[config.mk]
export PLATFORM = sky130hd
export DESIGN_NAME = mod4_step_ctrl
export DESIGN_NICKNAME = d
export VERILOG_FILES = /design/src/rtl/mod4_ctrl_pkg.sv /design/src/rtl/sync_edge.sv /design/src/rtl/mod4_step_ctrl.sv
export SDC_FILE = /design/constraint.sdc
export NUM_CORES = 1
export LEC_CHECK = 0
export ABC_AREA = 1
export CAP_MARGIN = 20
export CORE_MARGIN = 2
export CORE_UTILIZATION = 42
export DETAILED_ROUTE_END_ITERATION = 8
export PLACE_DENSITY = 0.71
export SLEW_MARGIN = 30
export SYNTH_ARGS = -nofsm -noshare
export SYNTH_HDL_FRONTEND = slang
export SYNTH_HIERARCHICAL = 1
export SYNTH_SLANG_ARGS = --single-unit
[constraint.sdc]
create_clock -name CLK -period 1.2 [get_ports CLK]
set_clock_uncertainty 0.05 [all_clocks]
set_input_delay 0.24 -clock CLK [delete_from_list [all_inputs] [get_ports CLK]]
set_output_delay 0.24 -clock CLK [all_outputs]
set_load 0.02 [all_outputs]
[src/rtl/mod4_ctrl_pkg.sv]
// Shared constants and state encoding for the mod-4 step controller family.
package mod4_ctrl_pkg;
  localparam int CNT_W        = 2;
  localparam int TICK_DIV_DEF = 4;

  typedef enum logic [1:0] {
    IDLE = 2'd0,
    RUN  = 2'd1,
    SEEK = 2'd2
  } state_t;
endpackage

[src/rtl/sync_edge.sv]
// Two-flop synchronizer, edge flop and registered one-cycle rise pulse.
// Latency: rise is high two edges after the input is first sampled high.
module sync_edge (
  input  logic CLK,
  input  logic Reset,
  input  logic async_in,
  output logic rise
);
  logic s1, s2, s3;

  always_ff @(posedge CLK) begin
    if (Reset) begin
      s1   <= 1'b0;
      s2   <= 1'b0;
      s3   <= 1'b0;
      rise <= 1'b0;
    end else begin
      s1   <= async_in;
      s2   <= s1;
      s3   <= s2;
      rise <= s2 & ~s3;
    end
  end
endmodule

[src/rtl/mod4_step_ctrl.sv]
// Generates the mod-4 counter INC strobe from button, free-run tick and seek,
// and keeps a shadow of the count. Priority: Reset > Goto > Run > Btn.
module mod4_step_ctrl
  import mod4_ctrl_pkg::*;
#(
  parameter int TICK_DIV = TICK_DIV_DEF
) (
  input  logic             CLK,
  input  logic             Reset,
  input  logic             Btn,
  input  logic             Run,
  input  logic             Goto,
  input  logic [CNT_W-1:0] Target,
  output logic             INC,
  output logic [CNT_W-1:0] Q,
  output logic             Busy,
  output logic             Done
);
  localparam int PW = $clog2(TICK_DIV);
  localparam logic [PW-1:0] PRE_LAST = PW'(TICK_DIV - 1);

  state_t           state, state_nxt;
  logic [PW-1:0]    pre, pre_nxt;
  logic [CNT_W-1:0] tgt, tgt_nxt;
  logic             btn_rise;

  sync_edge u_btn (
    .CLK      (CLK),
    .Reset    (Reset),
    .async_in (Btn),
    .rise     (btn_rise)
  );

  always_comb begin
    state_nxt = state;
    pre_nxt   = pre;
    tgt_nxt   = tgt;
    INC       = 1'b0;
    Done      = 1'b0;
    case (state)
      IDLE: begin
        if (Goto) begin
          state_nxt = SEEK;
          tgt_nxt   = Target;
        end else if (Run) begin
          state_nxt = RUN;
          pre_nxt   = '0;
        end else begin
          INC = btn_rise;
        end
      end
      RUN: begin
        // Prescaler is held across a seek so the tick cadence resumes afterwards.
        if (Goto) begin
          state_nxt = SEEK;
          tgt_nxt   = Target;
        end else if (!Run) begin
          state_nxt = IDLE;
          pre_nxt   = '0;
        end else begin
          INC     = (pre == PRE_LAST);
          pre_nxt = (pre == PRE_LAST) ? '0 : pre + PW'(1);
        end
      end
      SEEK: begin
        if (Q == tgt) begin
          Done      = 1'b1;
          state_nxt = Run ? RUN : IDLE;
        end else begin
          INC = 1'b1;
        end
      end
      default: state_nxt = IDLE;
    endcase
    if (Reset) begin
      INC  = 1'b0;
      Done = 1'b0;
    end
  end

  assign Busy = (state == SEEK) && !Reset;

  always_ff @(posedge CLK) begin
    if (Reset) begin
      state <= IDLE;
      pre   <= '0;
      tgt   <= '0;
      Q     <= '0;
    end else begin
      state <= state_nxt;
      pre   <= pre_nxt;
      tgt   <= tgt_nxt;
      Q     <= Q + CNT_W'(INC);
    end
  end
endmodule

==> flow_summary_export.csv, run 1 <==
group,metric,value,unit
worst_setup_path,cp-start-kind,"flip-flop",
worst_setup_path,cp-end-kind,"output port",
drt,dr.first_iter.drc_count,14,
power_and_ir_drop,p_per_area,1090,nW/um^2
timing,setup_viol,5,
final_layout,final_cell_mix,"buf_4 (15), inv_2 (10), nor2_1 (9)",
place,dp.cells,118,
worst_setup_path,max_stage_delay,360,ps
floorplan,core_area,1250,sq um
cts,clk_path_buf_depth,2,
synthesis,yosys_warnings,6,
worst_setup_path,cpMaxStageDelayCell,"dfxtp_2",
drt,wl_per_cell,11.6,microns
timing,slew_violations,0,
timing,setup_ws,-405,ps
global_routing,gr-total-overflow,0,
timing,worst_pin_slew,273,ps
drt,met3RoutedLength,87,microns
synthesis,syn_inst,79,
final_layout,final_util,74.4,%
floorplan,die_area,1610,sq um
place,placement.io_buffers,11,
worst_setup_path,crit_type,"reg -> out",
outcome,violations,"setup timing",
final_layout,fillers,103,
floorplan,die_y,40.2,microns
global_routing,grt_pass1_vias,511,
final_layout,syn_to_final_growth,69.7,%
final_layout,fin_cells,125,
cts,insertion_delay,270,ps
outcome,status,"complete, but fails checks",
synthesis,netlist_area,549,sq um
synthesis,ys_seq_area_share,43.7,%
global_routing,antenna_found_initial,0,
cts,cts_root_buf,"clkbuf_4",
drt,wl_met1,582,microns
synthesis,synth_area_per_cell,6.95,sq um
final_layout,n_antenna_cell,0,
cts,numCtsBuffers,3,
worst_setup_path,crit_buf_inv,3,
synthesis,syn_nets,88,
cts,cts.clk_slew.worst_paths,80,ps
place,dp_worst_setup_slack,-964,ps
global_routing,grt_start_max_net_pins,9,
floorplan,die_w,40.2,microns
floorplan,rows,13,
synthesis,ys_ff_latch,12,
timing,finalHoldViolations,0,
power_and_ir_drop,irDropWorstVdd,0.733,mV
floorplan,ioPinCount,12,
cts,cts_num_sinks,12,
drt,wl_met2,778,microns
final_layout,final_nets,120,
timing,period_needed,1610,ps
drt,dr.pass1.iters,6,
drt,vias,580,
cts,cts_hold_buf,0,
floorplan,start_util,43.9,%
timing,relSlewSlack,81.6,%
final_layout,layout_commonest_cell,"buf_4",
cts,htreeDepth,1,
worst_setup_path,cp_max_fo,4,
timing,finalCritPeriodShare,134,%
drt,detail-route-antenna-nets,0,
drt,finalWirelength,1.45,mm
worst_setup_path,critical-path-top-delay-family,"flip-flops",
synthesis,synthDistinctLibCells,16,
global_routing,grtUsageTotal,18.9,%
cts,cts_tree,"done",
timing,hold_slack,351,ps
worst_setup_path,cp_data_arrival_time,1320,ps
worst_setup_path,cp.required,910,ps
global_routing,grt_pass1_wl,1.94,mm
drt,drcViolationCount,0,
timing,grt_setup_unrepaired,"true",
drt,routed.top_layer,"met3",
job,drv_cap,0,
final_layout,drive_gt1_share,54.5,%
drt,viasPerCell,4.64,
hold_path,hp-class,"reg -> reg",
timing,max_freq,0.623,GHz
place,hpwl,934,microns
power_and_ir_drop,cellLeakagePower,0.429,nW
worst_setup_path,cp_cell_sequence,"inv_4 -> nor2_4 -> inv_2 -> nor3_1 -> buf_2",
place,gp_congestion,0.836,
cell families (layout without fill, tap and decap cells):
| group | Yosys count | in the layout | share of synthesized area, % |
|---|---|---|---|
| AO/OA/AOI/OAI | 13 | 13 | 12.8 |
| AND/OR/NAND/NOR | 33 | 33 | 25.1 |
| buffers and inverters | 18 | 49 | 12.3 |
| adder cells (fa/ha/maj) | 2 | 2 | 4.56 |
| flip-flops | 12 | 12 | 43.7 |
| XOR/XNOR | 1 | 1 | 1.59 |
worst paths after layout:
| path | start | to | slack [ps] | depth (start not counted) |
|---|---|---|---|---|
| max | state[1] | Done | -410 | 5 |
| min | u_btn/s3 | u_btn/rise | 350 | 1 |
| max reg2reg | state[1] | Q[1] | -240 | 9 |
| min reg2reg | u_btn/s3 | u_btn/rise | 350 | 1 |
cell type report:
class,instances,area [sq um],share of cell area (%)
tap,15,18.8,2.01
timing repair buffer,27,225,24.2
sequential,12,255,27.4
inverter,18,70.1,7.52
multi-input combinational,49,327,35.0
clock buffer,4,36.3,3.89
stage by stage:
step | cell area, sq um | total power, mW | TNS [ps]
final | 932 | 1.01 | -1410
after global routing | 932 | 1.07 | -1670
after CTS | 893 | 0.997 | -1430
after detailed placement | 828 | 0.651 | -5000
after global placement | 828 | 0.646 | -4720
after floorplan | 602 | 0.551 | -559
sequential cells by signal, summed over array words and instances (netlist names):
signal / count
Q: 2
state: 2
u_btn/rise: 1
u_btn/s3: 1
pre: 2
u_btn/s2: 1
u_btn/s1: 1
tgt: 2
worst register-to-register path, delay by kind of cell, from the launching register on:
family                     cells  cell delay, ps
xor gates and xnor gates       1             110
DFF                            1             340
buffers and inverters          2             210
adders and majority gates      1             120
and+or+nand+nor                4             300
AOI/OAI and AO/OA              1             200
power by group:
group / switching [mW] / leakage [nW] / internal [mW]
Combinational: 0.129 / 0.306 / 0.118
Sequential: 0.0226 / 0.102 / 0.422
Clock: 0.138 / 0.0210 / 0.184
per-layer routing:
layer	GRT usage (%)	vias up
met2	33.1	19
met4	10.3	0
met1	20.5	260
met5	0	-
met3	5.00	0
li1	-	301
cells in the mapped netlist, drive strengths merged:
cell	number	area (sq um)
a31oi	1	6.26
ha	2	25.0
nor3	1	5.00
o21ai	6	30.0
inv	18	67.6
dfxtp	12	240
nand3	2	10.0
nand2	17	68.8
a21oi	6	33.8
xnor2	1	8.76
nor2	13	53.8
what timing repair did:
item                                    CTS  global route
buffers inserted                          3             1
cloned                                    0             0
endpoints found under the setup margin    8             7
resized for setup                        34            18
pin swaps                                 6            10
No activity file was read; power rests on OpenSTA's default activity.
==> inputs of run 2 (changes only) <==
- SLEW_MARGIN: 30 -> 20
==> results of run 2 <==
Final layout, timing and power as in run 1 (identical DEF).
==> inputs of run 3 (changes only) <==
- CTS_BUF_LIST: not set -> sky130_fd_sc_hd__clkbuf_16
==> flow_summary_export.csv, run 3 (synthesized netlist as in run 1, its figures left out) <==
group,metric,value,unit
drt,wl_per_cell,10.9,microns
worst_setup_path,cp.required,910,ps
global_routing,grt_start_max_net_pins,8,
outcome,violations,"setup timing",
cts,htreeDepth,1,
global_routing,grt_pass1_vias,530,
drt,drcViolationCount,0,
worst_setup_path,cp_data_arrival_time,1240,ps
final_layout,final_nets,122,
floorplan,rows,13,
final_layout,n_antenna_cell,0,
place,gp_congestion,0.836,
power_and_ir_drop,irDropWorstVdd,1.33,mV
drt,dr.pass1.iters,4,
final_layout,postLayoutCellArea,991,sq um
global_routing,gr-total-overflow,0,
place,hpwl,934,microns
floorplan,core_area,1250,sq um
timing,finalCritPeriodShare,127,%
timing,setup_viol,5,
timing,period_needed,1530,ps
drt,viasPerCell,4.58,
worst_setup_path,cp_max_fo,5,
place,dp.cells,118,
timing,slew_violations,0,
power_and_ir_drop,power,1.32,mW
place,place_area,828,sq um
drt,detail-route-antenna-nets,0,
job,drv_cap,0,
floorplan,die_y,40.2,microns
cts,clk_path_buf_depth,2,
final_layout,syn_to_final_growth,80.4,%
floorplan,ioPinCount,12,
floorplan,start_util,43.9,%
timing,finalHoldViolations,0,
cts,insertion_delay,240,ps
cts,cts_tree,"done",
cts,cts_num_sinks,12,
final_layout,final_util,79.1,%
final_layout,layout_commonest_cell,"buf_4",
cts,cts_root_buf,"clkbuf_16",
power_and_ir_drop,cellLeakagePower,0.454,nW
outcome,status,"complete, but fails checks",
final_layout,fin_cells,127,
global_routing,grtUsageTotal,21.9,%
floorplan,die_w,40.2,microns
final_layout,drive_gt1_share,50.9,%
timing,setup_ws,-330,ps
timing,grt_setup_unrepaired,"true",
place,placement.io_buffers,11,
drt,finalWirelength,1.38,mm
cts,numCtsBuffers,3,
cts,cts.clk_slew.worst_paths,40,ps
drt,vias,582,
global_routing,antenna_found_initial,0,
worst_setup_path,cp-start-kind,"flip-flop",
timing,worst_pin_slew,198,ps
worst_setup_path,r2r_start,"state[1]",
global_routing,grt_pass1_wl,2.17,mm
final_layout,final_cell_mix,"buf_4 (18), inv_1 (10), nand2_1 (8), nor2_1 (8)",
hold_path,hp-class,"reg -> reg",
floorplan,die_area,1610,sq um
drt,dr.first_iter.drc_count,12,
worst_setup_path,cp-end-kind,"output port",
power_and_ir_drop,p_per_area,1330,nW/um^2
worst_setup_path,crit_type,"reg -> out",
worst_setup_path,cp-startpoint,"state[1]",
timing,relSlewSlack,86.7,%
hold_path,hp-start,"u_btn/s3",
timing,max_freq,0.654,GHz
-- run 3: cell types whose count changed in the layout (fill, tap and decap cells not counted), sizes merged --
| cell | previous run | this run |
|---|---|---|
| buf | 20 | 22 |
| clkinv | 0 | 2 |
| clkbuf | 5 | 4 |
| clkdlybuf4s50 | 4 | 3 |
| dlygate4sd2 | 2 | 3 |
| inv | 18 | 17 |
-- run 3: timing repair --
item / CTS / global route
pin swaps: 6 / 5
gates resized for setup: 39 / 12
hold buffers: 0 / 0
setup endpoints to repair: 9 / 6
setup buffers: 4 / 1
-- run 3: per-stage QoR --
stage	setup slack, ps	setup TNS, ps	hold slack (ps)
final	-330	-1270	346
after global routing	-363	-1510	360
after CTS	-306	-1130	346
after global placement	-933	-4720	339
after detailed placement	-964	-5000	339
after floorplan	-203	-559	251
-- run 3: layout make-up --
type,instances,area [sq um]
clock inverter,1,3.75
inverter,18,75.1
clock buffer,3,75.1
timing repair buffer,29,235
sequential,12,254
tap,15,18.8
multi-input combinational,49,329
fill,89,262
-- run 3: worst paths after layout --
path | to | slack (ps) | cells past startpoint
worst min register to register | u_btn/rise | 350 | 1
worst max register to register | Q[1] | -260 | 9
worst min-delay path | u_btn/rise | 350 | 1
worst max-delay path | INC | -330 | 6
-- run 3: per-layer routing --
layer,global-route usage [%],share of wire (%),up-vias
met3,6.67,4.0,4
met4,12.9,1.6,0
li1,-,-,307
met5,0,0,-
met1,20.9,40,259
met2,40.3,54,12
-- run 3: worst max-delay path: stages, from the launching register on --
cell	delay (ps)
dfxtp_2	330
clkinv_4	80
nand2_4	60
nor2_4	120
nand2_2	70
a31oi_4	190
buf_6	140
-- run 3: power breakdown --
group / total [mW] / leakage, nW / switching (mW) / internal [mW]
registers: 0.447 / 0.101 / 0.0230 / 0.424
logic: 0.250 / 0.314 / 0.126 / 0.124
clock network: 0.618 / 0.0385 / 0.179 / 0.439
total: 1.32 / 0.454 / 0.328 / 0.987
